===== config.mk =====
export PLATFORM = sky130hd
export DESIGN_NAME = fetch_unit
export DESIGN_NICKNAME = d
export VERILOG_FILES = /design/src/rtl/fetch_unit_pkg.sv /design/src/rtl/fetch_queue.sv /design/src/rtl/fetch_unit.sv
export SDC_FILE = /design/constraint.sdc
export NUM_CORES = 1
export LEC_CHECK = 0
export ABC_CLOCK_PERIOD_IN_PS = 4200
export BUFFER_PORTS_ARGS = -buffer_cell sky130_fd_sc_hd__buf_4
export CAP_MARGIN = 15
export CORE_MARGIN = 2
export CORE_UTILIZATION = 50
export CTS_BUF_LIST = sky130_fd_sc_hd__clkbuf_4
export DETAILED_ROUTE_END_ITERATION = 10
export PLACE_DENSITY_LB_ADDON = 0.25
export SLEW_MARGIN = 20
export SYNTH_ARGS = -nofsm -noshare
export SYNTH_HDL_FRONTEND = slang
export SYNTH_SLANG_ARGS = --single-unit

===== constraint.sdc =====
create_clock -name i_clk -period 4.2 [get_ports i_clk]
set_input_delay 1.05 -clock i_clk [delete_from_list [all_inputs] [get_ports i_clk]]
set_output_delay 1.05 -clock i_clk [all_outputs]
set_load 0.05 [all_outputs]

===== src/rtl/fetch_unit_pkg.sv =====
// Shared types and constants for the instruction fetch unit.
package fetch_unit_pkg;

  localparam logic [31:0] DEFAULT_RESET_PC = 32'h0000_0000;
  localparam logic [31:0] PC_STEP          = 32'd4;

  // One fetch-queue slot: address of the request and, once returned, its instruction.
  typedef struct packed {
    logic [31:0] pc;
    logic [31:0] instr;
    logic        filled;
  } fetch_entry_t;

  // Fetch addresses are always word aligned.
  function automatic logic [31:0] align_pc(input logic [31:0] pc);
    return {pc[31:2], 2'b00};
  endfunction

endpackage


===== src/rtl/fetch_queue.sv =====
// Circular fetch queue: allocate at tail, fill oldest unfilled, pop at head, flush all.
module fetch_queue
  import fetch_unit_pkg::*;
#(
  parameter int unsigned  DEPTH = 2,
  localparam int unsigned PW    = $clog2(DEPTH),
  localparam int unsigned CW    = $clog2(DEPTH + 1)
) (
  input  logic          i_clk,
  input  logic          i_rst_n,
  input  logic          i_flush,
  input  logic          i_alloc,
  input  logic [31:0]   i_alloc_pc,
  input  logic          i_fill,
  input  logic [31:0]   i_fill_data,
  input  logic          i_pop,
  output logic [CW-1:0] o_count,
  output logic [CW-1:0] o_unfilled,
  output fetch_entry_t  o_head
);

  fetch_entry_t  r_mem [DEPTH];
  logic [PW-1:0] r_head, r_tail, r_fill;
  logic [CW-1:0] r_count, r_nfilled;
  logic          w_alloc_en, w_fill_en, w_pop_en;

  // Pointers wrap at DEPTH, which need not be a power of two.
  function automatic logic [PW-1:0] ptr_inc(input logic [PW-1:0] p);
    return (p == PW'(DEPTH - 1)) ? '0 : p + PW'(1);
  endfunction

  // Qualify requests: a full queue may still allocate into the slot freed by this cycle's pop.
  always_comb begin
    w_pop_en   = i_pop && (r_nfilled != '0);
    w_fill_en  = i_fill && (r_count != r_nfilled);
    w_alloc_en = i_alloc && ((r_count != CW'(DEPTH)) || w_pop_en);
  end

  // Pointer and occupancy bookkeeping.
  always_ff @(posedge i_clk or negedge i_rst_n) begin
    if (!i_rst_n) begin
      r_head    <= '0;
      r_tail    <= '0;
      r_fill    <= '0;
      r_count   <= '0;
      r_nfilled <= '0;
    end else if (i_flush) begin
      r_head    <= '0;
      r_tail    <= '0;
      r_fill    <= '0;
      r_count   <= '0;
      r_nfilled <= '0;
    end else begin
      if (w_alloc_en) r_tail <= ptr_inc(r_tail);
      if (w_fill_en)  r_fill <= ptr_inc(r_fill);
      if (w_pop_en)   r_head <= ptr_inc(r_head);
      r_count   <= r_count + CW'(w_alloc_en) - CW'(w_pop_en);
      r_nfilled <= r_nfilled + CW'(w_fill_en) - CW'(w_pop_en);
    end
  end

  // Entry storage; alloc and fill never target the same slot in one cycle.
  always_ff @(posedge i_clk or negedge i_rst_n) begin
    if (!i_rst_n) begin
      for (int i = 0; i < DEPTH; i++) r_mem[i] <= '0;
    end else if (i_flush) begin
      for (int i = 0; i < DEPTH; i++) r_mem[i].filled <= 1'b0;
    end else begin
      if (w_alloc_en) begin
        r_mem[r_tail].pc     <= i_alloc_pc;
        r_mem[r_tail].instr  <= '0;
        r_mem[r_tail].filled <= 1'b0;
      end
      if (w_fill_en) begin
        r_mem[r_fill].instr  <= i_fill_data;
        r_mem[r_fill].filled <= 1'b1;
      end
    end
  end

  assign o_count    = r_count;
  assign o_unfilled = r_count - r_nfilled;
  assign o_head     = r_mem[r_head];

endmodule


===== src/rtl/fetch_unit.sv =====
// Instruction fetch: PC sequencing, imem request/response handshake, redirect flush.
module fetch_unit
  import fetch_unit_pkg::*;
#(
  parameter logic [31:0] RESET_PC = DEFAULT_RESET_PC,
  parameter int unsigned DEPTH    = 2
) (
  input  logic        i_clk,
  input  logic        i_rst_n,
  input  logic        i_redirect_valid,
  input  logic [31:0] i_redirect_pc,
  output logic        o_imem_req_valid,
  input  logic        i_imem_req_ready,
  output logic [31:0] o_imem_req_addr,
  input  logic        i_imem_rsp_valid,
  input  logic [31:0] i_imem_rsp_data,
  output logic        o_if_valid,
  input  logic        i_if_ready,
  output logic [31:0] o_if_pc,
  output logic [31:0] o_if_instr
);

  localparam int unsigned CW = $clog2(DEPTH + 1);

  logic [31:0]   r_pc;
  logic [CW-1:0] r_drop_cnt;

  logic [CW-1:0] w_count, w_unfilled, w_drop_add;
  logic [CW:0]   w_in_flight;
  fetch_entry_t  w_head;
  logic          w_req_valid, w_alloc, w_rsp_drop, w_rsp_keep, w_rsp_err;
  logic          w_if_valid, w_pop;

  // Handshake decode. Stale in-flight requests still occupy memory slots, so they count
  // against DEPTH; the head leaving this cycle frees its slot for this cycle's request.
  always_comb begin
    w_if_valid  = w_head.filled && (w_count != '0) && !i_redirect_valid;
    w_pop       = w_if_valid && i_if_ready;
    w_in_flight = {1'b0, w_count} - (CW+1)'(w_pop) + {1'b0, r_drop_cnt};
    w_req_valid = i_rst_n && !i_redirect_valid && (w_in_flight < (CW+1)'(DEPTH));
    w_alloc     = w_req_valid && i_imem_req_ready;
    w_rsp_drop  = i_imem_rsp_valid && (r_drop_cnt != '0);
    w_rsp_keep  = i_imem_rsp_valid && (r_drop_cnt == '0) && (w_unfilled != '0);
    w_rsp_err   = i_imem_rsp_valid && (r_drop_cnt == '0) && (w_unfilled == '0);
    // A kept response in the redirect cycle retires one of the entries being flushed.
    w_drop_add  = i_redirect_valid ? (w_unfilled - CW'(w_rsp_keep)) : '0;
  end

  // Next fetch address.
  always_ff @(posedge i_clk or negedge i_rst_n) begin
    if (!i_rst_n) begin
      r_pc <= RESET_PC;
    end else if (i_redirect_valid) begin
      r_pc <= align_pc(i_redirect_pc);
    end else if (w_alloc) begin
      r_pc <= r_pc + PC_STEP;
    end
  end

  // Count of responses still owed for flushed requests.
  always_ff @(posedge i_clk or negedge i_rst_n) begin
    if (!i_rst_n) begin
      r_drop_cnt <= '0;
    end else begin
      r_drop_cnt <= r_drop_cnt - CW'(w_rsp_drop) + w_drop_add;
    end
  end

  fetch_queue #(
    .DEPTH (DEPTH)
  ) u_queue (
    .i_clk       (i_clk),
    .i_rst_n     (i_rst_n),
    .i_flush     (i_redirect_valid),
    .i_alloc     (w_alloc),
    .i_alloc_pc  (r_pc),
    .i_fill      (w_rsp_keep),
    .i_fill_data (i_imem_rsp_data),
    .i_pop       (w_pop),
    .o_count     (w_count),
    .o_unfilled  (w_unfilled),
    .o_head      (w_head)
  );

  assign o_imem_req_valid = w_req_valid;
  assign o_imem_req_addr  = r_pc;
  assign o_if_valid       = w_if_valid;
  assign o_if_pc          = w_head.pc;
  assign o_if_instr       = w_head.instr;

  // A response with nothing to fill and nothing owed means the memory broke the protocol.
  assert property (@(posedge i_clk) disable iff (!i_rst_n) !w_rsp_err);

endmodule

==> metrics, run 1 <==
Post-Route WL 19.40 mm; post-synthesis async set-or-reset flop share 1.000; Final Core Density 0.6288; Clock transition at path regs 0.14 ns; pwr/cell area 588.0 mW/mm^2; post-synthesis cell count 631; power share of the combinational group 0.444; achievable frequency 0.2483 GHz; largest net degree at the start of global routing 86; Die Span Y 129.6 um; Top FF cell, synth dfrtp_1; final hold vios 0; Setup Viol. Count Final 0; min Tclk post-route 4.027 ns; CTS Buf Count 17; area delta synth->final 22.06%; P_leak 4.705 nW; TritonRoute pass-1 iters 5; crit path max fanout 3; Psw 2.398 mW; CTS Sinks 165; Critical Setup Path Class reg -> out; Antenna Cells 0; drt via density 5.773; Final #Nets 872; routed len/inst 19.14 um; IO Pins 168; fin crit share 0.9588; final worst setup slack 0.1730 ns; Min Hold Slack 0.3317 ns; most common cell in the netlist dfrtp_1; Skew-Pair Late Insertion Delay 0.57 ns; global route overflow 0; First DRT Iteration DRCs 388; RSZ-0062 raised after global routing false; CP Capture Type primary output; die area 0.01680 mm^2; post-synth design cell area 0.007889 mm^2; Core ar. 0.01531 mm^2; starting density of the core 0.5151; GR Util All Layers 0.2386; CP required 3.15 ns; CTS root buf clkbuf_4; Synth area leader dfrtp_1; IO Port Bufs 161; Peak VDD IR 0.0004740 V; area share of the largest cell type after synthesis 0.5234; Max Buffers Root-to-Sink 2; post-synthesis sequential area ratio 0.5234; die width 129.6 um; multi-input logic area 0.003518 mm^2; first-pass GRT wire length 31.20 mm; fillers 1,239; share of cells above drive strength 1 0.4371; final clock skew 0.01370 ns; Seq cells post-synth 165; Placement Rows 45; Max Slew Vio Count 0; CTS tree yes; Rel. slew slack 0.3756; internal power 3.264 mW; initial antenna violation count 0; top post-synthesis cells by area dfrtp_1, mux2_2, a22o_1; Routed Antenna Nets 0; most frequent cells after synthesis dfrtp_1, mux2_2, a22o_1; status finished, final reports clean; DP HPWL 12.79 mm; vias in the first global route 6,097; Hold Path Class in -> async; EDFF count, synth 0; Flop pwr share 0.391; Avg Inst Size Synth 12.50 um^2; Max-cap violations 0; Netlist cell types 59; via count 5,854; Final GP Congestion 0.7917; DRC 0; Place WS 0.1255 ns; clock power share 0.165; Ys Warns 0; worst endpoint data arrival time 2.98 ns; Net Sw Frac 0.4235; Setup crit start kind register; H-tree depth 4; Reg area 0.004130 mm^2; pin slew with the least headroom to its limit 0.9366 ns
## metal layers
metal	part of all wire	vias to the layer above	wire length [um]	track usage
met1	0.42	2969	8138	0.3012
met5	0	-	0	0
met2	0.50	198	9677	0.3976
met3	0.063	31	1231	0.06317
li1	-	2656	-	-
met4	0.018	0	354	0.08602
## placed cells by master (no fill, tap or decap), types with 16 or more instances in the layout
master    netlist  layout
nand2_1        42      41
nor2_1         19      19
mux2_2        116     116
a22o_1         64      64
dfrtp_1       165     164
o21ai_0        18      18
inv_1          16      16
clkbuf_4        0      17
buf_4           6     176
## final timing paths
kind,start,to,slack (ns),cells past startpoint
hold reg to reg,u_queue.r_mem[62]$_DFFE_PN0P_,u_queue.r_mem[62]$_DFFE_PN0P_,0.50,1
setup / recovery,u_queue.r_head$_DFFE_PN0P_,o_imem_req_valid,0.17,9
setup reg to reg,u_queue.r_head$_DFFE_PN0P_,u_queue.r_mem[77]$_DFFE_PN0N_,0.60,14
min in group i_clk,u_queue.r_mem[62]$_DFFE_PN0P_,u_queue.r_mem[62]$_DFFE_PN0P_,0.50,1
hold / removal,i_rst_n,u_queue.r_mem[121]$_DFFE_PN0P_,0.33,1
max in group asynchronous,i_rst_n,u_queue.r_head$_DFFE_PN0P_,2.06,3
## state kept, by name, summed over array words and instances, names as in the netlist
| name | flops |
|---|---|
| o_imem_req_addr | 30 |
| r_drop_cnt | 2 |
| u_queue.o_count | 2 |
| u_queue.r_fill | 1 |
| u_queue.r_head | 1 |
| u_queue.r_mem | 126 |
| u_queue.r_nfilled | 2 |
| u_queue.r_tail | 1 |
## cell families after synthesis
logic type	share of synthesized area
compound gates	0.1320
fa+ha+maj	0.01998
xor+xnor	0.01443
buf+inv	0.04092
flops	0.5234
mux	0.1805
other cells	0.0004754
simple gates	0.08834
## critical path, stage by stage (launching register included)
cell and delay, ns:
dfrtp_2 0.45, mux2i_4 0.21, nor3_4 0.18, and2_1 0.16, ha_1 0.22, nand2b_4 0.14
fa_2 0.56, nand2_2 0.07, nor3_4 0.23, buf_6 0.19
## power groups by stage
| stage | Sequential [mW] | Clock (mW) | Combinational, mW |
|---|---|---|---|
| 2_1_floorplan | 2.28 | 0 | 1.72 |
| 3_3_place_gp | 2.21 | 0 | 2.45 |
| 3_5_place_dp | 2.24 | 0 | 2.49 |
| 4_1_cts | 2.21 | 0.964 | 2.51 |
| 5_1_grt | 2.27 | 1.04 | 2.64 |
| 6_report | 2.21 | 0.934 | 2.51 |
## metrics by stage
stage / total power [mW] / instances / instance area, um^2 / TNS [ns]
after floorplan: 4.003 / 634 / 7944 / -0.1387
after global placement: 4.662 / 980 / 9303 / 0
after detailed placement: 4.736 / 980 / 9303 / 0
after CTS: 5.680 / 1012 / 9600 / 0
after global routing: 5.946 / 1014 / 9629 / 0
final: 5.662 / 1014 / 9629 / 0
## timing repair
action / 4_1_cts / 5_1_grt
pin swaps: 1 / 2
hold buffers: 0 / 0
gates resized for setup: 3 / 2
setup buffers: 0 / 2
endpoints found under the setup margin: 1 / 1
## final cells by class
cell class,instances,share of cell area
Sequential cell,165,0.4289
Multi-Input combinational cell,410,0.3654
Timing Repair Buffer,180,0.1428
Tap cell,211,0.02742
Clock inverter,15,0.01598
Clock buffer,17,0.01325
Inverter,16,0.006237
Note: power is estimated with default switching activity, not from simulation.
==> inputs of run 2 (changes only) <==
- CTS_BUF_LIST: sky130_fd_sc_hd__clkbuf_4 -> sky130_fd_sc_hd__clkbuf_8 sky130_fd_sc_hd__clkbuf_16
- GPL_TIMING_DRIVEN: not set -> 0
==> metrics, run 2 (synthesis results as in run 1) <==
H-tree depth 4; commonest non-fill, non-tap cells in the layout buf_4, dfrtp_1, mux2_2; Final #Nets 899; drt via density 5.819; pwr/cell area 644.6 mW/mm^2; CP Capture Type primary output; GR Util All Layers 0.2568; Placement Rows 45; Max Buffers Root-to-Sink 2; P_leak 4.964 nW; CP required 3.15 ns; largest net degree at the start of global routing 105; DRC 0; Rel. slew slack 0.4681; WHS Path Cells 1; Critical Setup Path Class in -> out; Max Slew Vio Count 0; Peak VDD IR 0.0004698 V; Setup Total Neg Slack 0 ns; number of flip-flops under the largest register name 126; CTS root buf clkbuf_16; slowest cell on the critical path fa_2; vias in the first global route 6,205; Crit path max-delay family adder cells; crit path cell chain buf_4 -> buf_8 -> nor3_4 -> and2_1 -> ha_1 -> nand2b_4 -> fa_2 -> nand2_2 -> nor3_4 -> buf_6; IO Pins 168; fin crit share 0.9832; Skew-Pair Late Insertion Delay 0.43 ns; starting density of the core 0.5151; achievable frequency 0.2422 GHz; initial antenna violation count 0; Reg2Reg Depth 13; Setup crit start kind primary input; reg-to-reg critical path startpoint u_queue.r_head$_DFFE_PN0P_; final hold vios 0; share of cells above drive strength 1 0.4301; global route overflow 0; die width 129.6 um; crit-path most repeated cell nor3_4; Top reg by flops u_queue.r_mem; Min Hold Slack 0.4952 ns; Area after DPL 0.009452 mm^2; worst stage delay on the critical path 0.57 ns; IO Port Bufs 161; CTS tree yes; most common cell after layout, fill and taps aside buf_4; Place WS -0.1370 ns; Routed Antenna Nets 0; crit path max fanout 10; Crit. path cell count 10; min Tclk post-route 4.129 ns; pin slew with the least headroom to its limit 0.7917 ns; routed len/inst 19.93 um; design area 0.01016 mm^2; Hold Path Class reg -> reg; R2R Setup Slk 0.37 ns; Reg-to-Reg End o_imem_req_addr[19]$_DFFE_PN0P_; Post-Route WL 20.74 mm; CTS Buf Count 17; die area 0.01680 mm^2; Die Span Y 129.6 um; Clock transition at path regs 0.06 ns; final worst setup slack 0.07060 ns; via count 6,058; CTS Sinks 165; Setup Viol. Count Final 0; source of the critical timing path i_redirect_valid; Antenna Cells 0; Core ar. 0.01531 mm^2; worst endpoint data arrival time 3.08 ns; first-pass GRT wire length 33.03 mm; DP HPWL 14.43 mm; final clock skew 0.007082 ns; Final GP Congestion 0.8196; crit path to o_imem_req_valid; RSZ-0062 raised after global routing false; First DRT Iteration DRCs 458; TritonRoute pass-1 iters 5; status finished, final reports clean; Max-cap violations 0; CP Buf/Inv Count 3; area delta synth->final 28.75%
## run 2: cell types whose count changed in the layout (fill, tap and decap cells not counted), moves of 2 or more
cell,previous run,this run
clkbuf_8,0,2
clkbuf_4,17,0
bufinv_16,2,6
inv_6,3,1
buf_6,3,10
clkbuf_1,0,16
buf_4,176,167
buf_8,0,2
buf_1,0,2
buf_2,0,9
clkbuf_16,0,17
clkinv_1,2,0
clkinvlp_4,5,1
## run 2: worst min path at each step
| stage | slack [ns] | to | from |
|---|---|---|---|
| finish | 0.50 | u_queue.r_mem[63]$_DFFE_PN0P_ | u_queue.r_mem[63]$_DFFE_PN0P_ |
| global route | 0.50 | u_queue.r_mem[63]$_DFFE_PN0P_ | u_queue.r_mem[63]$_DFFE_PN0P_ |
| CTS | 0.50 | u_queue.r_mem[60]$_DFFE_PN0P_ | u_queue.r_mem[60]$_DFFE_PN0P_ |
| detailed placement | 0.48 | u_queue.r_mem[77]$_DFFE_PN0N_ | u_queue.r_mem[77]$_DFFE_PN0N_ |
| global placement | 0.47 | u_queue.r_mem[59]$_DFFE_PN0P_ | u_queue.r_mem[59]$_DFFE_PN0P_ |
| floorplan | 0.46 | u_queue.r_mem[58]$_DFFE_PN0P_ | u_queue.r_mem[58]$_DFFE_PN0P_ |
## run 2: where the power goes
| group | switching [mW] | total, mW | internal [mW] | leakage [nW] |
|---|---|---|---|---|
| Combinational | 1.58 | 2.54 | 0.957 | 2.44 |
| Sequential | 0.256 | 2.22 | 1.96 | 2.19 |
| Clock | 0.647 | 1.79 | 1.15 | 0.335 |
## run 2: timing repair
action / 4_1_cts / 5_1_grt
hold buffers: 0 / 0
resized for setup: 3 / 0
pin swaps: 2 / 1
setup endpoints to repair: 1 / 1
gates cloned: 0 / 0
setup buffers: 1 / 1
## run 2: through the flow
stage | util | total power, mW | cells
6_report | 0.6632 | 6.547 | 1041
5_1_grt | 0.6632 | 6.816 | 1041
4_1_cts | 0.6627 | 6.577 | 1040
3_5_place_dp | 0.6172 | 4.763 | 1007
3_3_place_gp | 0.6149 | 4.682 | 1006
2_1_floorplan | - | 4.003 | 634
## run 2: layout make-up
type	count	area, um^2
buffer	43	274.0
clock buffer	19	452.9
clock inverter	13	227.7
fill	1161	5157
inverter	16	60.06
multi-input combinational	410	3487
sequential	165	4129
tap	211	264.0
timing repair buffer	164	1262
## run 2: layer usage
metal,vias up,routed length (um),GRT usage,share of wire
li1,2714,-,-,-
met1,3086,8416,0.3216,0.41
met2,232,10750,0.4475,0.52
met3,26,1340,0.05698,0.065
met4,0,238,0.07590,0.011
met5,-,0,0,0
==> inputs of run 3 (changes only) <==
- BUFFER_PORTS_ARGS: -buffer_cell sky130_fd_sc_hd__buf_4 -> -buffer_cell sky130_fd_sc_hd__clkbuf_2
==> metrics, run 3 (synthesis results as in run 1) <==
first-pass GRT wire length 32.75 mm; routed len/inst 19.55 um; Setup crit start kind primary input; placed insts 1,008; commonest non-fill, non-tap cells in the layout dfrtp_1, clkbuf_2, mux2_2; Post-CTS Hold Buffers 0; pwr/cell area 627.8 mW/mm^2; final hold vios 0; Skew-Pair Late Insertion Delay 0.42 ns; vias in the first global route 6,260; die width 129.6 um; design area 0.009728 mm^2; power share of the combinational group 0.385; die area 0.01680 mm^2; IO Port Bufs 161; GR Util All Layers 0.2522; initial antenna violation count 0; Hold Path Class reg -> reg; Net Sw Frac 0.4080; internal power 3.615 mW; Psw 2.492 mW; achievable frequency 0.2411 GHz; Placement Rows 45; final worst setup slack 0.05308 ns; global route overflow 0; via count 6,081; Routed Antenna Nets 0; Clock transition at path regs 0.07 ns; Max Slew Vio Count 0; TritonRoute pass-1 iters 4; CP required 3.15 ns; min Tclk post-route 4.147 ns; Max-cap violations 0; First DRT Iteration DRCs 471; CTS Sinks 165; R2R Setup Slk 0.31 ns; Final #Nets 905; Max Buffers Root-to-Sink 2; uppermost layer routed met4; met3 WL 1.393 mm; CTS root buf clkbuf_16; M1 wire length 8.234 mm; starting density of the core 0.5151; Antenna Cells 0; largest net degree at the start of global routing 64; clock power share 0.253; IO Pins 168; Rel. slew slack 0.4838; worst endpoint data arrival time 3.10 ns; P_leak 4.837 nW; status finished, final reports clean; Flop pwr share 0.362; crit path max fanout 4; Die Span Y 129.6 um; CTS tree yes; H-tree depth 4; Core ar. 0.01531 mm^2; CTS Buf Count 17; area delta synth->final 23.31%; share of cells above drive strength 1 0.4359; Area after DPL 0.009077 mm^2; DP HPWL 14.30 mm; non-filler cells in the finished layout 1,046; Peak VDD IR 0.0004959 V; Setup Viol. Count Final 0; CP Capture Type primary output; DRC 0; Critical Setup Path Class in -> out; Place WS -0.1423 ns; fin crit share 0.9874; final clock skew 0.007749 ns; fillers 1,250; Setup Total Neg Slack 0 ns; Post-Route WL 20.45 mm; pin slew with the least headroom to its limit 0.7685 ns; most common cell after layout, fill and taps aside dfrtp_1; Top reg by flops u_queue.r_mem; drt via density 5.814; Final GP Congestion 0.8378; metal2 WL 10.45 mm; number of flip-flops under the largest register name 126
-- run 3: cell types whose count changed in the layout (fill, tap and decap cells not counted), moves of 2 or more --
cell / previous run / this run
bufinv_16: 6 / 2
clkbuf_2: 0 / 158
buf_4: 167 / 13
clkinv_4: 2 / 4
-- run 3: through the flow --
stage,power [mW],hold slack [ns],utilization
2_1_floorplan,4.003,0.4585,-
3_3_place_gp,4.481,0.4690,0.5886
3_5_place_dp,4.560,0.4775,0.5927
4_1_cts,6.129,0.4944,0.6318
5_1_grt,6.381,0.5092,0.6352
6_report,6.107,0.4921,0.6352
-- run 3: worst paths after layout --
| path | startpoint | endpoint | cells after the start |
|---|---|---|---|
| setup / recovery | i_redirect_valid | o_imem_req_valid | 10 |
| hold / removal | u_queue.r_mem[63]$_DFFE_PN0P_ | u_queue.r_mem[63]$_DFFE_PN0P_ | 1 |
| setup reg to reg | u_queue.r_head$_DFFE_PN0P_ | u_queue.r_mem[119]$_DFFE_PN0P_ | 14 |
| hold reg to reg | u_queue.r_mem[63]$_DFFE_PN0P_ | u_queue.r_mem[63]$_DFFE_PN0P_ | 1 |
| max in group asynchronous | i_rst_n | u_queue.r_mem[106]$_DFFE_PN0P_ | 2 |
| min in group asynchronous | i_rst_n | u_queue.r_mem[8]$_DFFE_PN0N_ | 1 |
-- run 3: per-layer routing --
metal | up-vias | GRT usage
met5 | - | 0
met4 | 0 | 0.08665
met3 | 28 | 0.06276
met2 | 238 | 0.4299
met1 | 3082 | 0.3142
li1 | 2733 | -
-- run 3: layout make-up --
cell class / count / area, um^2 / share of cell area
plain buffers: 43 / 274.0 / 0.02817
repair buffers: 170 / 932.1 / 0.09582
clock buffers: 17 / 425.4 / 0.04373
inverters: 16 / 60.06 / 0.006174
clock inverters: 14 / 153.9 / 0.01582
well taps: 211 / 264.0 / 0.02714
flip-flops and latches: 165 / 4129 / 0.4244
multi-input cells: 410 / 3490 / 0.3587
-- run 3: repair_timing --
action,in CTS,in global routing
resized for setup,3,4
buffers inserted,1,6
gates cloned,0,0
hold endpoints to repair,0,0
pin swaps,2,4
endpoints found under the setup margin,1,1
-- run 3: critical path: stages --
cell and delay (ns):
buf_2 0.14, buf_8 0.13, nor3_4 0.18, and2_4 0.16
ha_1 0.21, nand2b_4 0.14, fa_2 0.58, nand2_2 0.07
nor3_4 0.25, buf_8 0.18
-- run 3: power groups by stage --
stage	clock network, mW	registers [mW]	logic (mW)
2_1_floorplan	0	2.28	1.72
3_3_place_gp	0	2.20	2.28
3_5_place_dp	0	2.23	2.33
4_1_cts	1.57	2.21	2.35
5_1_grt	1.64	2.26	2.48
6_report	1.54	2.21	2.35
